[src/rtl/bus_source_arbiter_pkg.sv]
// Shared constants for the bus source arbiter: LC-3 word width, datapath source
// indices and a clog2 helper that never returns zero.
package bus_pkg;

    localparam int LC3_WORD_W = 16;

    localparam int SRC_MARMUX = 0;
    localparam int SRC_PC     = 1;
    localparam int SRC_ALU    = 2;
    localparam int SRC_MDR    = 3;

    // An index field narrower than one bit is never useful, even for a single source.
    function automatic int safeClog2(input int n);
        int result;
        result = 0;
        while ((1 << result) < n) begin
            result = result + 1;
        end
        if (result < 1) begin
            result = 1;
        end
        return result;
    endfunction

endpackage

[src/rtl/bus_source_arbiter_gate_prio_encoder.sv]
// Combinational priority encoder over the source gates: winning index plus
// flags for "any gate high" and "two or more gates high".
module gate_prio_encoder
    import bus_pkg::*;
#(
    parameter int NUM_SRC   = 4,
    parameter int PRIO_HIGH = 0,
    parameter int IDX_W     = safeClog2(NUM_SRC)
) (
    input  logic [NUM_SRC-1:0] gate,
    output logic [IDX_W-1:0]   idx,
    output logic               any,
    output logic               multi
);

    // Ascending scan: the first hit wins for low priority, the last hit for high priority.
    always_comb begin
        idx   = '0;
        any   = 1'b0;
        multi = 1'b0;
        for (int i = 0; i < NUM_SRC; i++) begin
            if (gate[i]) begin
                if (PRIO_HIGH != 0 || !any) begin
                    idx = IDX_W'(i);
                end
                if (any) begin
                    multi = 1'b1;
                end
                any = 1'b1;
            end
        end
    end

endmodule

[src/rtl/bus_source_arbiter.sv]
// Registered single-driver system bus resolved from NUM_SRC gated sources.
// Define BUS_KEEPER_EN to hold bus_out/bus_owner when no source is gated.
module bus_source_arbiter
    import bus_pkg::*;
#(
    parameter int WIDTH     = LC3_WORD_W,
    parameter int NUM_SRC   = 4,
    parameter int PRIO_HIGH = 0,
    parameter int CNT_WIDTH = 8,
    parameter int IDX_W     = safeClog2(NUM_SRC)
) (
    input  logic                       clk,
    input  logic                       rst,
    input  logic [NUM_SRC*WIDTH-1:0]   src_data,
    input  logic [NUM_SRC-1:0]         src_gate,
    input  logic                       clr_contention,
    output logic [WIDTH-1:0]           bus_out,
    output logic                       bus_valid,
    output logic [IDX_W-1:0]           bus_owner,
    output logic                       contention,
    output logic                       contention_sticky,
    output logic [CNT_WIDTH-1:0]       contention_cnt
);

    logic [IDX_W-1:0] winIdx;
    logic             anyGate;
    logic             multiGate;
    logic [WIDTH-1:0] winData;

    gate_prio_encoder #(
        .NUM_SRC   (NUM_SRC),
        .PRIO_HIGH (PRIO_HIGH),
        .IDX_W     (IDX_W)
    ) prioEncoder (
        .gate  (src_gate),
        .idx   (winIdx),
        .any   (anyGate),
        .multi (multiGate)
    );

    assign winData = src_data[winIdx*WIDTH +: WIDTH];

    always_ff @(posedge clk) begin
        if (rst) begin
            bus_out           <= '0;
            bus_valid         <= 1'b0;
            bus_owner         <= '0;
            contention        <= 1'b0;
            contention_sticky <= 1'b0;
            contention_cnt    <= '0;
        end else begin
            bus_valid  <= anyGate;
            contention <= multiGate;
            if (anyGate) begin
                bus_out   <= winData;
                bus_owner <= winIdx;
            end else begin
`ifdef BUS_KEEPER_EN
                bus_out   <= bus_out;
                bus_owner <= bus_owner;
`else
                bus_out   <= '0;
                bus_owner <= '0;
`endif
            end
            // A contention event in the same cycle as a clear restarts the count at one.
            if (multiGate) begin
                contention_sticky <= 1'b1;
                if (clr_contention) begin
                    contention_cnt <= CNT_WIDTH'(1);
                end else if (contention_cnt != '1) begin
                    contention_cnt <= contention_cnt + 1'b1;
                end
            end else if (clr_contention) begin
                contention_sticky <= 1'b0;
                contention_cnt    <= '0;
            end
        end
    end

endmodule

[config.mk]
export PLATFORM = sky130hd
export DESIGN_NAME = bus_source_arbiter
export DESIGN_NICKNAME = d
export VERILOG_FILES = /design/src/rtl/bus_source_arbiter_pkg.sv /design/src/rtl/bus_source_arbiter_gate_prio_encoder.sv /design/src/rtl/bus_source_arbiter.sv
export SDC_FILE = /design/constraint.sdc
export NUM_CORES = 1
export LEC_CHECK = 0
export BUFFER_PORTS_ARGS = -buffer_cell sky130_fd_sc_hd__buf_2
export CAP_MARGIN = 20
export CORE_ASPECT_RATIO = 0.8
export CORE_MARGIN = 3
export CORE_UTILIZATION = 30
export CTS_CLUSTER_SIZE = 24
export DETAILED_ROUTE_END_ITERATION = 7
export PLACE_DENSITY_LB_ADDON = 0.25
export SETUP_SLACK_MARGIN = 0.1
export SYNTH_ARGS = -nofsm -noshare
export SYNTH_HDL_FRONTEND = slang
export SYNTH_HIERARCHICAL = 1
export SYNTH_SLANG_ARGS = --single-unit
[constraint.sdc]
create_clock -name clk -period 2.2 [get_ports clk]
set_clock_uncertainty 0.1 [all_clocks]
set_input_delay 0.11 -clock clk [delete_from_list [all_inputs] [get_ports clk]]
set_output_delay 0.11 -clock clk [all_outputs]
set_load 0.02 [all_outputs]
# --- Word level (Yosys, flattened, before mapping) ---
# Cells that the tools add are included.
classes:
  addsub: 1
  n_eq_ne: 1
  shift: 1
  muxes: 22
  bitwise: 1
  n_reduce_logical: 4
op_table:
  columns: ["cell", "count"]
  rows:
  - ["$shiftx A64 B7 Y16", 1]
  - ["$mux W8", 4]
  - ["$mux W1", 13]
  - ["$mux W2", 5]
  - ["$add A8 B1 Y8 const B", 1]
  - ["$ne A8 B8 Y1 const B", 1]
  - ["$reduce_bool A2 Y1", 2]
  - ["$reduce_and A2 Y1", 1]
  - ["$reduce_or A2 Y1", 1]
  - ["$not A1 Y1", 1]
totals:
  regBits: 29
  inputBits: 71
  wordCells: 36

# --- Logic depth before layout (Yosys ltp) ---
logic_depth:
  word_depth: 9
  mapped_depth: 6

# --- Hierarchy ---
# The synthesis kept the hierarchy.
by_module_without_submodules:
  columns: ["mod", "instances", "cells_per_inst", "area_per_inst_um2", "seq_area_each_um2"]
  rows:
  - ["bus_source_arbiter", 1, 114, 1410.1, 580.6]
  - ["gate_prio_encoder", 1, 10, 47.5, 0.0]

# --- Least setup slack after synthesis ---
# OpenSTA, ideal clock, no wires.
synth_timing:
  kind: "input to register"
  from: "in src_gate[2]"
  to: "reg bus_out[10]"
  t_arrival_ns: 1.320
  setup_slack_ns: 0.665
  path_stages: 6
  n_path_buf: 2
  cell_sequence: "nand2b_1 -> a21oi_1 -> buf_6 -> buf_12 -> mux4_2 -> and2_1"
synth_between:
  elab_chain_cells: 4
synth_lines:
  columns: ["element", "line_no", "text"]
  rows:
  - ["start: declaration", "bus_source_arbiter.sv:15", "input logic [NUM_SRC-1:0] src_gate,"]
  - ["$mux W2 / $mux W1 (equally long branches)", "bus_source_arbiter_gate_prio_encoder.sv:22", "if (gate[i]) begin"]
  - ["$mux W2", "bus_source_arbiter_gate_prio_encoder.sv:23", "if (PRIO_HIGH != 0 || !any) begin"]
  - ["$mux W2 *", "bus_source_arbiter_gate_prio_encoder.sv:22", null]
  - ["via winIdx[0]", "bus_source_arbiter.sv:25", "logic [IDX_W-1:0] winIdx;"]
  - ["$shiftx A64 B7 Y16 *", "bus_source_arbiter.sv:41", "assign winData = src_data[winIdx*WIDTH +: WIDTH];"]
  - ["end signal: assignment", "bus_source_arbiter.sv:55", "bus_out <= winData;"]
  - ["end: declaration", "bus_source_arbiter.sv:17", "output logic [WIDTH-1:0] bus_out,"]
# The timed path passes the listed nets; every way through them passes the cells marked *.
# A chain may end at the register's enable or synchronous reset.

# --- Worst setup path in the final report ---
layout_timing:
  from: "in rst"
  to: "reg bus_owner[0]"
layout_between:
  elab_chain_cells: 1
layout_lines:
  columns: ["element", "line_no", "text"]
  rows:
  - ["start: declaration", "bus_source_arbiter.sv:13", "input logic rst,"]
  - ["$reduce_or A2 Y1 (no source line)", null, null]
  - ["end signal: assignment", "bus_source_arbiter.sv:56", "bus_owner <= winIdx;"]
  - ["end: declaration", "bus_source_arbiter.sv:19", "output logic [IDX_W-1:0] bus_owner,"]
# No other way between the ends.

==> results.py <==
metrics = {
    "synthesis": {
        "synth_top_area_cell": "dfxtp_1",
        "netlist_area_sq_um": 1458,
        "synth_fp_nets": 196,
        "ys_types": 33,
        "syn_inst": 124,
        "synth_xor_area_frac": 0,
        "ys.flop_type": "dfxtp_1",
        "synth_seq_cells": 29,
        "yosysWarnings": 6,
        "synthAdderAreaFrac": 0.008584,
        "post-synth-top-area-fraction": 0.3983,
        "synth_area_leaders": "dfxtp_1, mux4_2, mux4_1",
        "yosysSeqAreaShare": 0.3983,
        "yosys.area_share.simple": 0.1863,
        "avgSynthCellArea_sq_um": 11.76,
        "synth_top_family_by_area": "multiplexers",
        "synthMuxAreaShare": 0.2721,
        "synth.cells.most_frequent": "dfxtp_1, and2_1, mux4_2",
        "synth_edf_count": 0,
        "synth_compound_area_frac": 0.09185,
        "synth.most_common_cell": "dfxtp_1",
        "synthArstFlopShare": 0,
    },
    "final_layout": {
        "multi_input_area_sq_um": 823.3,
        "register_area_sq_um": 580.6,
        "diodes": 0,
        "drive_gt1_frac": 0.5395,
        "fin_area_sq_um": 2128,
        "final_cells": 288,
        "fill_cells": 457,
        "finalNetCount": 299,
        "area_delta_synth_final_pct": 46.01,
    },
    "sta": {
        "min_period_ns": 1.722,
        "setup_viol": 0,
        "worst_pin_slew_ns": 1.002,
        "max_freq_mhz": 580.8,
        "fin_setup_tns_ns": 0,
        "drv_slew": 0,
        "rsz0062_at_grt": "false",
        "hold_viol_final": 0,
        "min_period_over_period": 0.7827,
        "slew_headroom": 0.3309,
    },
    "floorplanning": {
        "core_area_sq_um": 4624,
        "boundaryPins": 100,
        "die_x_um": 83.93,
        "start_util": 0.3152,
        "dieHeight_um": 68.35,
        "dieArea_sq_um": 5736,
        "core.rowCount": 22,
    },
    "cts": {
        "cts_max_path_buffers": 2,
        "cts_tree": "built",
        "cts.clk_slew.worst_paths_ns": 0.06,
        "cts_resized": 0,
        "numCtsBuffers": 5,
        "cts_setup_buffers": 0,
        "cts-root-buf": "clkbuf_8",
        "clock-sinks": 29,
        "htreeDepth": 2,
        "insertion_delay_ns": 0.28,
    },
    "global_route": {
        "grt_antenna_before_repair": 0,
        "grt-busiest-layer": "met2",
        "met2_usage": 0.2609,
        "grt_pass1_wl_um": 6382,
        "use_met1": 0.1536,
        "grt_usage": 0.1468,
        "grt_max_degree": 20,
        "grt_pass1_vias": 1434,
        "grt_overflow": 0,
        "grt_use_met3": 0.06498,
    },
    "route": {
        "routedWlPerCell_um": 13.43,
        "first_pass_iters": 4,
        "vias_per_cell": 4.771,
        "postRouteAntennaNets": 0,
        "drc_errors": 0,
        "drt_iter0_drc": 38,
        "totalWireLength_um": 3867,
        "vias": 1374,
    },
    "placement": {
        "io_buffer_count": 99,
        "hpwl_um": 3104,
        "placed_area_sq_um": 2017,
        "gp_congestion": 0.7319,
        "dp.cells": 279,
    },
    "pwr": {
        "vdd_drop_max_mv": 0.2705,
        "combPwrFrac": 0.203,
        "p_leak_nw": 1.012,
        "swShare": 0.2505,
        "p_sw_uw": 329.4,
        "power_density_nw_per_um2": 617.9,
        "pwr-share-seq": 0.433,
        "p_int_uw": 985.6,
        "p_clk_frac": 0.364,
    },
    "critical_path": {
        "cp_max_fo": 19,
        "path_class": "input port to flip-flop",
        "required_ns": 2.32,
        "cp-end-kind": "flip-flop",
        "crit_arrival_ns": 1.84,
        "crit_path_start_kind": "input port",
    },
    "flow_run": {
        "max-cap-violations": 0,
    },
    "status": {
        "status": "finished, final reports clean",
    },
    "hold_path": {
        "hp-class": "input port to flip-flop",
    },
}
==> critical path, stage by stage <==
cell	delay, ns
dlygate4sd3_1	0.53
buf_2	0.16
nor2b_1	0.77
and2_2	0.27
==> final cells by class <==
| type | instances | area share |
|---|---|---|
| well taps | 60 | 0.03527 |
| clock buffers | 7 | 0.04527 |
| inverters | 2 | 0.003527 |
| clock inverters | 1 | 0.002352 |
| flip-flops and latches | 29 | 0.2728 |
| multi-input cells | 86 | 0.3868 |
| repair buffers | 103 | 0.2540 |
==> power groups by stage <==
stage,clock (mW),sequential (mW),combinational [mW]
after floorplan,0,0.624,0.112
after global placement,0,0.582,0.266
after detailed placement,0,0.581,0.270
after CTS,0.495,0.570,0.272
after global routing,0.517,0.573,0.294
final,0.479,0.569,0.267
==> timing repair <==
action                                  CTS  global route
hold buffers                              1             0
endpoints found under the hold margin     3             0
endpoints found under the setup margin    0             0
==> worst paths after layout <==
path                                                      from                              to  slack (ns)  cells after the start
worst max register to register  contention_cnt[0]$_SDFFE_PP0P_  contention_cnt[5]$_SDFFE_PP0P_        0.67                      4
worst min register to register  contention_sticky$_SDFFE_PP0P_  contention_sticky$_SDFFE_PP0P_        0.37                      2
worst max-delay path                                       rst         bus_owner[0]$_SDFF_PP0_        0.48                      4
worst min-delay path                            clr_contention  contention_sticky$_SDFFE_PP0P_        0.08                      3
==> cell families (layout without fill, tap and decap cells) <==
| logic type | Yosys count | count (layout) |
|---|---|---|
| flip-flops | 29 | 29 |
| buffers and inverters | 9 | 113 |
| AO/OA/AOI/OAI | 21 | 21 |
| AND/OR/NAND/NOR | 47 | 47 |
| adder cells (fa/ha/maj) | 1 | 1 |
| multiplexers | 17 | 17 |
==> placed cells by master (no fill, tap or decap), drive strengths merged, types with 2 or more instances in the layout <==
master,Yosys,layout
nand2b,2,2
nor3,2,2
and2,18,18
nor2,4,4
o21ai,2,2
dfxtp,29,29
nand3,2,2
a211oi,3,3
a21oi,6,6
mux4,16,16
and4,3,3
inv,2,2
clkbuf,1,7
and3,2,2
nand2,8,8
buf,6,102
a31oi,6,6
==> registers in the layout, indices dropped and copies added (netlist names) <==
| signal | flops |
|---|---|
| bus_owner | 2 |
| contention | 1 |
| contention_cnt | 8 |
| contention_sticky | 1 |
| bus_valid | 1 |
| bus_out | 16 |
==> per-layer routing <==
metal,wire (um),vias up
met3,424,4
met1,1449,622
met4,55,0
li1,-,686
met5,0,-
met2,1937,62
==> metrics by stage <==
step / power [mW] / hold WS, ns / setup slack [ns] / util
2_1_floorplan: 0.7362 / 0.07669 / 0.6653 / -
3_3_place_gp: 0.8472 / 0.2528 / 0.3812 / 0.4361
3_5_place_dp: 0.8515 / 0.2512 / 0.3470 / 0.4361
4_1_cts: 1.337 / 0.06864 / 0.3895 / 0.4602
5_1_grt: 1.384 / 0.08930 / 0.3082 / 0.4602
6_report: 1.315 / 0.07708 / 0.4781 / 0.4602
No activity file was read; power rests on OpenSTA's default activity.
